## src/rtl/gemm_loop_controller.sv

```systemverilog
// Loop/address controller for a single-MAC GEMM datapath: walks m, n, k over
// row-major A, B and C and aligns MAC valid/clear and C writes to a 1-cycle SRAM read.
module gemm_loop_controller #(
    parameter int AddrWidth     = 12,
    parameter int SizeAddrWidth = 8
) (
    input  logic                     clk_i,
    input  logic                     rst_i,
    input  logic                     start_i,
    input  logic [SizeAddrWidth-1:0] M_size_i,
    input  logic [SizeAddrWidth-1:0] K_size_i,
    input  logic [SizeAddrWidth-1:0] N_size_i,
    output logic [AddrWidth-1:0]     sram_a_addr_o,
    output logic [AddrWidth-1:0]     sram_b_addr_o,
    output logic [AddrWidth-1:0]     sram_c_addr_o,
    output logic                     sram_c_we_o,
    output logic                     mac_valid_o,
    output logic                     mac_clear_o,
    output logic                     busy_o,
    output logic                     done_o
);

    localparam int ProdW = 2 * SizeAddrWidth + 1;
    localparam int WideW = (ProdW > AddrWidth) ? ProdW : AddrWidth;
    localparam logic [SizeAddrWidth-1:0] One = SizeAddrWidth'(1);

    typedef enum logic [1:0] {
        S_IDLE,
        S_RUN,
        S_DRAIN,
        S_DONE
    } state_t;

    state_t r_state;
    state_t w_state_next;

    logic [SizeAddrWidth-1:0] r_m_size, r_k_size, r_n_size;
    logic [SizeAddrWidth-1:0] r_m, r_n, r_k;
    logic                     r_drain_cnt;

    logic                     r_valid_d1, r_clear_d1, r_we_d1, r_we_d2;
    logic [AddrWidth-1:0]     r_c_addr_d1, r_c_addr_d2;

    logic w_accept, w_start_zero, w_issue;
    logic w_k_last, w_n_last, w_m_last, w_tuple_last;
    logic [AddrWidth-1:0] w_a_addr, w_b_addr, w_c_addr;

    assign w_accept     = (r_state == S_IDLE) && start_i;
    assign w_start_zero = (M_size_i == '0) || (K_size_i == '0) || (N_size_i == '0);
    assign w_issue      = (r_state == S_RUN);
    assign w_k_last     = (r_k == r_k_size - One);
    assign w_n_last     = (r_n == r_n_size - One);
    assign w_m_last     = (r_m == r_m_size - One);
    assign w_tuple_last = w_issue && w_k_last && w_n_last && w_m_last;

    // Products are formed at full width and only then truncated, so addresses wrap.
    assign w_a_addr = AddrWidth'(WideW'(r_m) * WideW'(r_k_size) + WideW'(r_k));
    assign w_b_addr = AddrWidth'(WideW'(r_k) * WideW'(r_n_size) + WideW'(r_n));
    assign w_c_addr = AddrWidth'(WideW'(r_m) * WideW'(r_n_size) + WideW'(r_n));

    always_comb begin
        w_state_next = r_state;
        case (r_state)
            // A zero-size job spends a single cycle in DRAIN so done lands at t0+2.
            S_IDLE:  if (start_i) w_state_next = w_start_zero ? S_DRAIN : S_RUN;
            S_RUN:   if (w_tuple_last) w_state_next = S_DRAIN;
            S_DRAIN: if (r_drain_cnt) w_state_next = S_DONE;
            S_DONE:  w_state_next = S_IDLE;
            default: w_state_next = S_IDLE;
        endcase
    end

    always_ff @(posedge clk_i or posedge rst_i) begin
        if (rst_i) begin
            r_state <= S_IDLE;
        end else begin
            r_state <= w_state_next;
        end
    end

    always_ff @(posedge clk_i or posedge rst_i) begin
        if (rst_i) begin
            r_m_size    <= '0;
            r_k_size    <= '0;
            r_n_size    <= '0;
            r_m         <= '0;
            r_n         <= '0;
            r_k         <= '0;
            r_drain_cnt <= 1'b0;
        end else if (w_accept) begin
            r_m_size    <= M_size_i;
            r_k_size    <= K_size_i;
            r_n_size    <= N_size_i;
            r_m         <= '0;
            r_n         <= '0;
            r_k         <= '0;
            r_drain_cnt <= w_start_zero;
        end else if (w_issue) begin
            if (w_k_last) begin
                r_k <= '0;
                if (w_n_last) begin
                    r_n <= '0;
                    r_m <= w_m_last ? '0 : r_m + One;
                end else begin
                    r_n <= r_n + One;
                end
            end else begin
                r_k <= r_k + One;
            end
        end else if (r_state == S_DRAIN) begin
            r_drain_cnt <= 1'b1;
        end
    end

    // Valid/clear follow the issue by one cycle (SRAM read); the C write by two (MAC update).
    always_ff @(posedge clk_i or posedge rst_i) begin
        if (rst_i) begin
            r_valid_d1  <= 1'b0;
            r_clear_d1  <= 1'b0;
            r_we_d1     <= 1'b0;
            r_c_addr_d1 <= '0;
            r_we_d2     <= 1'b0;
            r_c_addr_d2 <= '0;
        end else begin
            r_valid_d1  <= w_issue;
            r_clear_d1  <= w_issue && (r_k == '0);
            r_we_d1     <= w_issue && w_k_last;
            r_c_addr_d1 <= (w_issue && w_k_last) ? w_c_addr : '0;
            r_we_d2     <= r_we_d1;
            r_c_addr_d2 <= r_c_addr_d1;
        end
    end

    assign sram_a_addr_o = w_issue ? w_a_addr : '0;
    assign sram_b_addr_o = w_issue ? w_b_addr : '0;
    assign sram_c_addr_o = r_c_addr_d2;
    assign sram_c_we_o   = r_we_d2;
    assign mac_valid_o   = r_valid_d1;
    assign mac_clear_o   = r_clear_d1;
    assign busy_o        = (r_state != S_IDLE);
    assign done_o        = (r_state == S_DONE);

endmodule

```

## config.mk

```make
export PLATFORM = sky130hd
export DESIGN_NAME = gemm_loop_controller
export DESIGN_NICKNAME = d
export VERILOG_FILES = /design/src/rtl/gemm_loop_controller.sv
export SDC_FILE = /design/constraint.sdc
export NUM_CORES = 1
export LEC_CHECK = 0
export BUFFER_PORTS_ARGS = -buffer_cell sky130_fd_sc_hd__buf_2
export CORE_ASPECT_RATIO = 0.8
export CORE_MARGIN = 2
export CORE_UTILIZATION = 55
export DETAILED_ROUTE_END_ITERATION = 7
export PLACE_DENSITY_LB_ADDON = 0.05
export SLEW_MARGIN = 30
export SYNTH_ARGS = -nofsm -noshare
export SYNTH_HDL_FRONTEND = slang
export SYNTH_SLANG_ARGS = --single-unit
```

## constraint.sdc

```tcl
create_clock -name clk_i -period 6.4 [get_ports clk_i]
set_input_delay 0.32 -clock clk_i [delete_from_list [all_inputs] [get_ports clk_i]]
set_output_delay 0.32 -clock clk_i [all_outputs]
set_load 0.1 [all_outputs]
```

==> results of run 1 <==
metal layers:
metal  vias up  GRT usage [%]
li1       3655              -
met1      3675           34.9
met2       171           40.0
met3        19           2.71
met4         0           4.50
met5         -              0
synth_stat cells (21+ instances only):
master / n / area share [%]
ha_1: 81 / 10
nor2_1: 45 / 1.7
xnor2_1: 37 / 3.3
nand2_1: 153 / 5.8
a21oi_1: 23 / 1.2
o21ai_0: 21 / 1.1
xor2_1: 26 / 2.3
fa_1: 117 / 24
inv_1: 202 / 7.7
clkbuf_1: 49 / 1.9
and2_1: 105 / 6.6
nand3_1: 26 / 1.3
dfrtp_1: 79 / 20
registers in the layout, indices dropped and copies added, names as in the netlist:
register,cells
mac_valid_o,1
sram_c_we_o,1
r_n_size,8
mac_clear_o,1
r_m,8
r_state,2
r_we_d1,1
r_drain_cnt,1
r_c_addr_d1,12
r_n,8
r_k,8
r_k_size,8
sram_c_addr_o,12
r_m_size,8
per-stage QoR:
step	hold WS (ns)	area (um^2)
finish	0.178	10600
global route	0.196	10600
CTS	0.185	10600
detailed placement	0.335	10300
global placement	0.332	10300
floorplan	0.331	9900
worst paths after layout:
check / start / to / slack (ns) / depth (start not counted)
max: r_m[4] / sram_a_addr_o[11] / 0.92 / 16
min: rst_i / r_state[0] / 0.18 / 3
max reg2reg: r_m[4] / r_c_addr_d1[10] / 1.77 / 16
min reg2reg: r_c_addr_d1[5] / sram_c_addr_o[5] / 0.35 / 0
max in group asynchronous: rst_i / r_k[0] / 5.74 / 3
min in group clk_i: K_size_i[4] / r_k_size[4] / 0.18 / 3
cells by family after synthesis:
family / share of synthesized area [%]
xor gates and xnor gates: 5.57
adders and majority gates: 33.9
muxes: 0.215
and+or+nand+nor: 22.1
buffers and inverters: 10.1
DFF: 20.0
AOI/OAI and AO/OA: 8.11
area by class of cell:
type | count | area (um^2) | share of cell area [%]
clock buffers | 10 | 239 | 2.24
repair buffers | 75 | 399 | 3.75
multi-input cells | 804 | 6920 | 65.0
well taps | 225 | 282 | 2.64
inverters | 204 | 767 | 7.20
clock inverters | 6 | 60.1 | 0.564
flip-flops and latches | 79 | 1980 | 18.6
cells in the final DEF (no fill, tap or decap), types with 3 or more instances in the layout:
cell type,Yosys,final
o211ai_1,4,4
nor4b_1,3,3
clkbuf_16,0,9
o21a_1,4,4
clkinv_2,0,4
nor3b_1,4,4
nor2b_1,13,13
xnor2_1,37,37
nand2_1,153,152
ha_1,81,81
and2_1,105,105
nand4_1,9,9
o31ai_1,3,3
o22ai_1,6,6
a22o_1,3,3
nor4_1,8,8
o41ai_1,4,4
nor3_1,20,20
xor2_1,26,26
and3_1,8,8
fa_1,117,117
a22oi_1,3,3
o21ai_1,7,7
buf_4,0,7
a211oi_1,3,3
nor3_2,3,3
a31oi_1,7,7
dfrtp_1,79,79
buf_2,7,67
nor2_1,45,45
nand2b_1,8,8
nand3_1,26,26
or3_1,8,8
inv_1,202,201
a21oi_1,23,23
a21o_1,5,5
o21ai_0,21,21
critical path, cell delays in order, from the launching register on:
cell and delay (ns):
dfrtp_1 0.81, nand2_1 0.15, fa_1 0.51, inv_1 0.05, fa_1 0.45, ha_1 0.30
inv_1 0.05, fa_1 0.52, fa_1 0.45, nor2b_1 0.17, o21ai_0 0.13, a21boi_0 0.28
o21ai_0 0.17, a21oi_1 0.18, xnor2_1 0.08, nor2_1 0.08, buf_2 0.44
==> flow_summary.yaml, run 1 <==
status:
  status: "completed"
detailed_routing:
  routed.top_layer: "met4"
  finalWirelength_um: 21400
  drtIter0Drc: 387
  ant_nets: 0
  drc: 0
  first_pass_iters: 5
  dr_wl_met3_um: 881
  viasPerCell: 5.36
  wire_per_inst_um: 15.3
  via_count: 7520
  wl_met1_um: 10400
  dr_wl_met2_um: 9900
logic_synthesis:
  seq_area_frac_synth_pct: 20.0
  synth_ff_type: "dfrtp_1"
  async_reset_ff_share_pct: 100
  syn_area_per_cell_um2: 8.64
  ys_seq_elements: 79
  synth-edff-count: 0
  yosysWarningCount: 0
  ys_types: 72
  netlist_area_um2: 9900
  synthesis.nets: 1371
  synth_cells: 1146
floorplan:
  initial_utilization_pct: 56.6
  coreArea_um2: 17500
  pin_count: 68
  fp.dieW_um: 154
  die_area_um2: 19100
  die-height_um: 124
  row_count: 43
sta:
  slew_viol_final: 0
  finalHoldViolCount: 0
  fmax_ghz: 0.182
  tightest_slew_ns: 0.891
  setup_tns_ns: 0
  fin_skew_ns: 0.00948
  setup_violations: 0
  rsz0062_at_grt: "no"
  fin_ws_ns: 0.917
  period_minus_slack_ns: 5.48
  slew_headroom_pct: 40.5
  min_period_over_period_pct: 85.7
cells_and_area:
  fin_cells: 1403
  fin_util_pct: 60.9
  nNetsFinal: 1398
  fillers: 1586
  final_layout_size_suffix_gt1_share_pct: 9.42
  n_antenna_cell: 0
  syn_to_final_growth_pct: 7.53
place:
  place_hpwl_um: 16300
  portBuffers: 67
  gp_congestion: 0.836
  dp_slack_ns: 1.25
  place_inst: 1387
clock_network:
  htree_levels: 3
  cts_tree: "done"
  post-cts-setup-buffers: 0
  clockRootBuffer: "clkbuf_16"
  holdBufCountCts: 0
  cts_resized: 0
  cts_buffers: 9
  cts_buffer_depth: 2
  cts.clk_slew.worst_paths_ns: 0.06
  cts_num_sinks: 79
  clk_latency_ns: 0.34
run:
  maxCapViolations: 0
worst_hold_path:
  hp-class: "in2async"
grt:
  grtUsageTotal_pct: 24.1
  grt_start_max_net_pins: 80
  gr-total-overflow: 0
  antenna_found_initial: 0
  grt_pass1_wl_um: 37000
  first_global_vias: 7430
setup_path:
  cp_max_fo: 22
  startpoint_type: "flip-flop"
  end_kind: "output pin"
  cp.required_ns: 6.08
  path_class: "reg2out"
  critPathArrivalTime_ns: 5.16
Power of run 1 is not shown: default switching activity piles up to over one toggle a cycle in this logic, so the estimate is an artifact.
==> run 2, diff against run 1 <==
- CORE_UTILIZATION: 55 -> 33
==> flow_summary.yaml, run 2 (synthesized netlist as in run 1, its figures left out) <==
detailed_routing:
  finalWirelength_um: 25400
  viasPerCell: 4.80
  drtIter0Drc: 372
  first_pass_iters: 5
  drc: 0
  wire_per_inst_um: 16.2
  via_count: 7503
  ant_nets: 0
worst_hold_path:
  worstHoldPathCells: 3
  hold_end: "r_m_size[7]"
  hold_start: "M_size_i[7]"
  hp-class: "in2reg"
cells_and_area:
  fin_cells: 1564
  multi_input_area_um2: 6930
  final_layout_size_suffix_gt1_share_pct: 10.1
  n_antenna_cell: 0
  fillers: 3121
  layout_commonest_cell: "inv_1"
  mostFrequentLayoutCells: "201 x inv_1, 152 x nand2_1, 117 x fa_1"
  nNetsFinal: 1407
  area.sequential_um2: 1980
  fin_util_pct: 37.2
  syn_to_final_growth_pct: 10.7
sta:
  slew_headroom_pct: 43.4
  setup_tns_ns: 0
  min_period_over_period_pct: 87.1
  rsz0062_at_grt: "no"
  period_minus_slack_ns: 5.58
  tightest_slew_ns: 0.848
  fmax_ghz: 0.179
  setup_violations: 0
  fin_skew_ns: 0.00882
  finalHoldViolCount: 0
  slew_viol_final: 0
clock_network:
  cts_buffers: 9
  holdBufCountCts: 1
  clockRootBuffer: "clkbuf_16"
  cts.clk_slew.worst_paths_ns: 0.06
  cts_resized: 0
  cts_tree: "done"
  htree_levels: 3
  cts_num_sinks: 79
  clk_latency_ns: 0.36
  cts_buffer_depth: 2
  post-cts-setup-buffers: 0
grt:
  grt_start_max_net_pins: 63
  antenna_found_initial: 0
  grtUsageTotal_pct: 17.5
  grt_pass1_wl_um: 43100
  first_global_vias: 7873
  gr-total-overflow: 0
place:
  portBuffers: 67
  gp_congestion: 0.758
  place_hpwl_um: 19500
  place_inst: 1547
setup_path:
  regToRegStartpoint: "r_m[4]"
  startpoint_type: "flip-flop"
  reg2reg_to: "r_c_addr_d1[10]"
  reg2regPathDepth: 16
  critPathArrivalTime_ns: 5.26
  cp.required_ns: 6.08
  end_kind: "output pin"
  reg2reg_slack_ns: 1.68
  path_class: "reg2out"
  cp_max_fo: 19
floorplan:
  die-height_um: 159
  pin_count: 68
  coreArea_um2: 29400
  row_count: 56
  fp.dieW_um: 198
  initial_utilization_pct: 33.6
  die_area_um2: 31400
run:
  maxCapViolations: 0
status:
  status: "completed"
==> run 2: how the worst max path moves through the flow <==
| stage | start | endpoint | slack (ns) | depth (start not counted) |
|---|---|---|---|---|
| finish | r_n_size[0] | sram_b_addr_o[11] | 0.82 | 18 |
| CTS | r_n_size[0] | sram_b_addr_o[11] | 0.78 | 18 |
| global route | r_n_size[0] | sram_b_addr_o[11] | 0.46 | 18 |
| global placement | r_n_size[0] | sram_b_addr_o[11] | 1.24 | 18 |
| detailed placement | r_n_size[0] | sram_b_addr_o[11] | 1.21 | 18 |
| floorplan | r_m[3] | sram_a_addr_o[7] | 0.41 | 14 |
==> run 2: layout make-up <==
| cell class | count | area share [%] |
|---|---|---|
| multi-input cells | 804 | 63.2 |
| flip-flops and latches | 79 | 18.0 |
| well taps | 377 | 4.31 |
| repair buffers | 84 | 4.28 |
| clock buffers | 10 | 2.18 |
| inverters | 204 | 7.00 |
| clock inverters | 6 | 0.982 |
==> run 2: worst max-delay path: stages (launching register included) <==
cell and delay, ns:
dfrtp_1 0.75, nand2_1 0.16, fa_1 0.53, inv_1 0.04, ha_1 0.27, ha_1 0.27, inv_1 0.04, fa_1 0.47
inv_1 0.04, ha_1 0.20, fa_1 0.47, a21o_1 0.18, a21oi_1 0.19, nor2b_1 0.09, o21a_1 0.20, o41ai_1 0.35
xnor2_1 0.11, nor2_1 0.09, buf_2 0.43
==> run 2: layer usage <==
layer / part of all wire (%) / GRT usage [%] / vias up
met2: 44 / 27.1 / 105
met1: 52 / 25.8 / 3727
met3: 2.9 / 2.93 / 16
li1: - / - / 3655
met5: 0 / 0 / -
met4: 1.0 / 3.38 / 0
==> run 2: through the flow <==
step,setup slack [ns],area [um^2],hold slack [ns]
detailed placement,1.21,10600,0.297
CTS,0.785,11000,0.152
global placement,1.24,10600,0.295
floorplan,0.411,9900,0.331
finish,0.825,11000,0.168
global route,0.461,11000,0.163
Power of run 2 is left out for the same reason.
